`src/rtl/d_grf_mp_pkg.sv`:
```
// d_grf_mp_pkg: shared defaults and the hard-wired zero register address for the register file.
package d_grf_mp_pkg;
    localparam int DEF_DW   = 32;
    localparam int DEF_AW   = 5;
    localparam int DEF_NR   = 2;
    localparam int DEF_NW   = 2;
    localparam int REG_ZERO = 0;
endpackage

```
`src/rtl/grf_scoreboard.sv`:
```
// grf_scoreboard: per-register pending-producer bits plus a registered pending count.
//   clk, reset      : clock, synchronous active-high reset
//   wr_en/wr_addr   : write-back ports, each enabled write clears its register's bit
//   iss_en/iss_addr : issue marks the destination pending
//   flush           : clears every bit, dropping a same-cycle issue
//   busy            : current busy bits (bit REG_ZERO always 0)
//   pend_cnt        : population count of busy, updated on the same edge
module grf_scoreboard
    import d_grf_mp_pkg::*;
#(
    parameter int AW = DEF_AW,
    parameter int NW = DEF_NW
) (
    input  logic              clk,
    input  logic              reset,
    input  logic [NW-1:0]     wr_en,
    input  logic [NW*AW-1:0]  wr_addr,
    input  logic              iss_en,
    input  logic [AW-1:0]     iss_addr,
    input  logic              flush,
    output logic [2**AW-1:0]  busy,
    output logic [AW:0]       pend_cnt
);
    localparam int DEPTH = 2**AW;
    logic [DEPTH-1:0] r_busy, w_next, w_clr, w_set;
    logic [AW:0]      r_cnt, w_cnt;
    always_comb begin
        w_clr = '0;
        w_set = '0;
        for (int j = 0; j < NW; j++)
            if (wr_en[j]) w_clr[wr_addr[j*AW +: AW]] = 1'b1;
        if (iss_en) w_set[iss_addr] = 1'b1;
        // issue is applied after the clear so a same-cycle issue and write leave the bit set
        w_next = flush ? '0 : (w_set | (r_busy & ~w_clr));
        w_next[REG_ZERO] = 1'b0;
        w_cnt = '0;
        for (int i = 0; i < DEPTH; i++) w_cnt = w_cnt + (AW+1)'(w_next[i]);
    end
    always_ff @(posedge clk) begin
        if (reset) begin
            r_busy <= '0;
            r_cnt  <= '0;
        end else begin
            r_busy <= w_next;
            r_cnt  <= w_cnt;
        end
    end
    assign busy     = r_busy;
    assign pend_cnt = r_cnt;
endmodule

```
`src/rtl/d_grf_mp.sv`:
```
// d_grf_mp: multi-ported general register file with write-through bypass and pending-producer scoreboard.
//   clk, reset        : clock, synchronous active-high reset (clears data, busy bits, count)
//   rd_addr/rd_data   : NR packed combinational read ports, bypassed from same-cycle writes
//   rd_busy           : addressed register has a pending producer not being written this cycle
//   wr_en/wr_addr/... : NW packed write ports, higher port wins on address collision
//   iss_en/iss_addr   : mark a destination register pending
//   flush             : clear all pending marks
//   pend_cnt          : number of pending registers
module d_grf_mp
    import d_grf_mp_pkg::*;
#(
    parameter int DW = DEF_DW,
    parameter int AW = DEF_AW,
    parameter int NR = DEF_NR,
    parameter int NW = DEF_NW
) (
    input  logic              clk,
    input  logic              reset,
    input  logic [NR*AW-1:0]  rd_addr,
    output logic [NR*DW-1:0]  rd_data,
    output logic [NR-1:0]     rd_busy,
    input  logic [NW-1:0]     wr_en,
    input  logic [NW*AW-1:0]  wr_addr,
    input  logic [NW*DW-1:0]  wr_data,
    input  logic              iss_en,
    input  logic [AW-1:0]     iss_addr,
    input  logic              flush,
    output logic [AW:0]       pend_cnt
);
    localparam int DEPTH = 2**AW;
    if (NR < 1 || NR > 4 || NW < 1 || NW > 2 || DW < 1 || AW < 1) begin : g_bad_param
        $error("d_grf_mp: parameter out of legal range");
    end
    logic [DW-1:0]    r_mem [DEPTH];
    logic [DEPTH-1:0] w_busy;
    // later ports are written last, so port 1 wins on a shared address
    always_ff @(posedge clk) begin
        if (reset) begin
            for (int i = 0; i < DEPTH; i++) r_mem[i] <= '0;
        end else begin
            for (int j = 0; j < NW; j++)
                if (wr_en[j] && int'(wr_addr[j*AW +: AW]) != REG_ZERO)
                    r_mem[wr_addr[j*AW +: AW]] <= wr_data[j*DW +: DW];
        end
    end
    for (genvar k = 0; k < NR; k++) begin : g_rd
        logic [AW-1:0] w_ra;
        logic [DW-1:0] w_rd;
        logic          w_hit;
        assign w_ra = rd_addr[k*AW +: AW];
        always_comb begin
            w_rd  = r_mem[w_ra];
            w_hit = 1'b0;
            for (int j = 0; j < NW; j++)
                if (wr_en[j] && wr_addr[j*AW +: AW] == w_ra) begin
                    w_hit = 1'b1;
                    w_rd  = wr_data[j*DW +: DW];
                end
            if (int'(w_ra) == REG_ZERO) begin
                w_rd  = '0;
                w_hit = 1'b0;
            end
        end
        assign rd_data[k*DW +: DW] = w_rd;
        assign rd_busy[k]          = w_busy[w_ra] & ~w_hit;
    end
    grf_scoreboard #(.AW(AW), .NW(NW)) u_sb (
        .clk      (clk),
        .reset    (reset),
        .wr_en    (wr_en),
        .wr_addr  (wr_addr),
        .iss_en   (iss_en),
        .iss_addr (iss_addr),
        .flush    (flush),
        .busy     (w_busy),
        .pend_cnt (pend_cnt)
    );
endmodule

```
`config.mk`:
```
export PLATFORM = sky130hd
export DESIGN_NAME = d_grf_mp
export DESIGN_NICKNAME = d
export VERILOG_FILES = /design/src/rtl/d_grf_mp_pkg.sv /design/src/rtl/grf_scoreboard.sv /design/src/rtl/d_grf_mp.sv
export SDC_FILE = /design/constraint.sdc
export NUM_CORES = 2
export LEC_CHECK = 0
export ABC_AREA = 1
export CORE_ASPECT_RATIO = 0.9
export CORE_UTILIZATION = 30
export DETAILED_ROUTE_END_ITERATION = 10
export GPL_ROUTABILITY_DRIVEN = 0
export HOLD_SLACK_MARGIN = 0.12
export PLACE_DENSITY_LB_ADDON = 0.2
export SYNTH_ARGS = -nofsm -noshare
export SYNTH_HDL_FRONTEND = slang
export SYNTH_HIERARCHICAL = 1
export SYNTH_SLANG_ARGS = --single-unit
```
`constraint.sdc`:
```
create_clock -name clk -period 6.1 [get_ports clk]
set_input_delay 1.525 -clock clk [delete_from_list [all_inputs] [get_ports clk]]
set_output_delay 1.525 -clock clk [all_outputs]
set_load 0.05 [all_outputs]
```
==> impl_metrics.ini <==
[run_status]
status = finished clean

[floorplanning]
floorplan.die.height_um = 450
initial_core_util = 0.303
horizontal_die_dimension_um = 499
core.rowCount = 163
floorplan.core_area_um2 = 220000
floorplan.die_area_um2 = 224000
num_io_pins = 167

[grt]
number_of_global_route_vias_before_repair = 66018
grt_max_degree = 121
grt_usage = 0.288
grt_pass1_wl_um = 475000
number_of_antenna_violations_at_the_first_check_in_global_routing = 4
global_route.overflow_total = 0

[min_path]
min-delay-path-class = reg -> reg
worstHoldStart = u_sb/busy[7]$_SDFF_PP0_
worstHoldPathCells = 4

[critical_path]
worst-r2r-cell-count = 19
critPathLaunchType = input port
critical_path.startpoint = iss_addr[3]
worst-setup-path-type = in -> reg
end_kind = flop
path_max_fanout = 4
worst-endpoint-arrival_ns = 6.69
reg2reg_from = u_sb/busy[15]$_SDFF_PP0_
required_ns = 6.81

[logic_synthesis]
synthesis.area_um2 = 66800
ys_seq_elements = 1061
synth_top_cell_by_area = sky130_fd_sc_hd__edfxtp_1
count_of_flip_flops_with_a_built_in_enable_after_synthesis = 1024
synth.top_cells.by_area = sky130_fd_sc_hd__edfxtp_1 (46%), sky130_fd_sc_hd__nand2_1 (14%), sky130_fd_sc_hd__nand3_1 (14%)
synthesis.yosys.warnings = 6
ys_async_sr_fraction = 0
synth_area_per_cell_um2 = 7.62
commonest_register_cell_after_synthesis = sky130_fd_sc_hd__edfxtp_1
netlist.area_leader.share = 0.461
yosysUniqueCellTypes = 34
synth_seq_area_share = 0.472
postSynthCellCount = 8760

[cts]
cts_root_buffer = sky130_fd_sc_hd__clkbuf_16
cts.sinks = 1061
clkTransAtPathRegs_ns = 0.06
cts_tree = yes
cts_made_buffers = 116
cts_max_path_buffers = 3
max_h_tree_level = 3
clk_latency_ns = 0.78

[timing]
hold_viol = 0
setup_viol = 0
worst_slew_pin_slew_ns = 1.24
timing.fmax_mhz = 167
slew_violations = 0
rsz0062_at_grt = no
final_min_period_over_clock_period = 0.980
final_worst_path_period_need_ns = 5.98
setup_slack_ns = 0.124
worst_slew_margin_rel = 0.170
largest_clock_skew_in_the_final_design_ns = 0.0124

[cells_and_area]
nFillCells = 22825
final_common_cell = sky130_fd_sc_hd__nand2_1
area_added_between_synthesis_and_finish_pct = 15.2
layout_utilization = 0.349
mostFrequentLayoutCells = sky130_fd_sc_hd__nand2_1 (2,449), sky130_fd_sc_hd__nand3_1 (1,828), sky130_fd_sc_hd__edfxtp_1 (1,024)
finish.net_count = 8734
final_cells = 11596
final-seq-area_um2 = 31500
share_of_post_route_cells_with_drive_strength_above_1 = 0.102
multiInputGateArea_um2 = 29200

[power_and_ir_drop]
power_per_cell_area_nw_per_um2 = 253
max-vdd-ir-drop_mv = 0.238
power.static_leakage_nw = 31.4

[placed_design]
pre_cts_worst_setup_slack_ns = -1.08
place.detailed.hpwl_um = 201000
numPortBuffers = 166
place_inst = 11365

[routing]
drt_wl_total_um = 335000
dr.first_iter.drc_count = 11254
vias = 70128
detail_routed_net_length_per_standard_cell_um = 28.9
final_antenna_net_count = 0
vias_per_cell = 6.05
drc = 0
number_of_iterations_in_the_first_detailed_routing_pass = 6

[job]
cap_violations = 0
report_power, final:
group | total, W | internal (W) | switching [W]
registers | 0.00857 | 0.00840 | 0.000162
logic | 0.00369 | 0.00102 | 0.00267
clock network | 0.00717 | 0.00388 | 0.00329
synthesized netlist by cell type, types with 2 or more instances:
master,n
sky130_fd_sc_hd__buf_4,26
sky130_fd_sc_hd__nor2_2,22
sky130_fd_sc_hd__nor2_1,231
sky130_fd_sc_hd__a21oi_1,123
sky130_fd_sc_hd__o211ai_1,78
sky130_fd_sc_hd__o21ai_0,64
sky130_fd_sc_hd__nand2_1,2529
sky130_fd_sc_hd__nand2_2,23
sky130_fd_sc_hd__inv_2,20
sky130_fd_sc_hd__edfxtp_1,1024
sky130_fd_sc_hd__buf_1,103
sky130_fd_sc_hd__inv_1,796
sky130_fd_sc_hd__nor3_2,10
sky130_fd_sc_hd__clkbuf_1,642
sky130_fd_sc_hd__nand3_1,1833
sky130_fd_sc_hd__nand4_1,15
sky130_fd_sc_hd__clkinv_1,3
sky130_fd_sc_hd__ha_1,7
sky130_fd_sc_hd__nor3_4,5
sky130_fd_sc_hd__dfxtp_1,37
sky130_fd_sc_hd__or2_2,3
sky130_fd_sc_hd__fa_1,23
sky130_fd_sc_hd__conb_1,2
sky130_fd_sc_hd__buf_2,103
sky130_fd_sc_hd__nand3b_1,11
sky130_fd_sc_hd__nor3b_1,2
sky130_fd_sc_hd__nor3_1,19
sky130_fd_sc_hd__o22ai_1,1000
cell type report:
type                    instances  share of cell area
clock buffers                 147              0.0404
multi-input cells            6035               0.380
inverters                     819              0.0406
well taps                    2887              0.0470
clock inverters                70             0.00683
repair buffers                576              0.0761
diodes                          1           0.0000325
flip-flops and latches       1061               0.410
flip-flops by register name (all words and copies together), names as in the netlist:
| name | cells |
|---|---|
| u_sb/pend_cnt | 6 |
| r_mem | 1024 |
| u_sb/busy | 31 |
worst max-delay path, stage by stage:
cell,delay [ns]
sky130_fd_sc_hd__clkdlybuf4s15_1,0.22
sky130_fd_sc_hd__inv_2,0.16
sky130_fd_sc_hd__nor3_2,0.05
sky130_fd_sc_hd__buf_4,0.16
sky130_fd_sc_hd__nand2_1,0.08
sky130_fd_sc_hd__nand2_1,0.07
sky130_fd_sc_hd__nand2_2,0.06
sky130_fd_sc_hd__inv_1,0.05
sky130_fd_sc_hd__fa_1,0.54
sky130_fd_sc_hd__inv_1,0.06
sky130_fd_sc_hd__fa_1,0.60
sky130_fd_sc_hd__fa_1,0.44
sky130_fd_sc_hd__fa_1,0.54
sky130_fd_sc_hd__fa_1,0.44
sky130_fd_sc_hd__fa_1,0.46
sky130_fd_sc_hd__fa_2,0.37
sky130_fd_sc_hd__fa_2,0.37
sky130_fd_sc_hd__inv_2,0.06
sky130_fd_sc_hd__nand2_1,0.06
sky130_fd_sc_hd__nand2_1,0.08
sky130_fd_sc_hd__a21oi_2,0.06
sky130_fd_sc_hd__and2_1,0.13
sky130_fd_sc_hd__nor2_1,0.11
routing by layer:
layer / vias up / global-route usage / share of wire
met1: 33968 / 0.396 / 0.40
li1: 29847 / - / -
met5: - / 0 / 0.000039
met4: 2 / 0.156 / 0.060
met2: 5406 / 0.416 / 0.41
met3: 905 / 0.0651 / 0.13
logic make-up after synthesis:
group                    synth area share
adder cells (fa/ha/maj)           0.00821
AND/OR/NAND/NOR                     0.304
flip-flops                          0.472
other                            0.000112
XOR/XNOR                         0.000131
AO/OA/AOI/OAI                       0.117
buffers and inverters              0.0990
through the flow:
stage          setup TNS (ns)  hold slack (ns)  total power, W  area [um2]
2_1_floorplan          -0.133            0.538          0.0107       66900
3_3_place_gp            -5.20            0.654          0.0123       73000
3_5_place_dp            -5.11            0.653          0.0123       73000
4_1_cts                     0            0.663          0.0193       76800
5_1_grt                     0            0.711          0.0199       76900
6_report                    0            0.658          0.0194       76900
worst paths after layout:
check / slack [ns] / to
setup / recovery: 0.12 / u_sb/pend_cnt[4]$_SDFF_PP0_
hold reg to reg: 0.66 / u_sb/busy[7]$_SDFF_PP0_
hold / removal: 0.66 / u_sb/busy[7]$_SDFF_PP0_
setup reg to reg: 0.91 / u_sb/pend_cnt[4]$_SDFF_PP0_
what timing repair did:
action | CTS | global route
hold buffers | 0 | 0
pin swaps | 29 | 32
endpoints found under the setup margin | 5 | 5
gates resized for setup | 82 | 47
setup buffers | 10 | 4
Power figures use the tool's default switching activity.
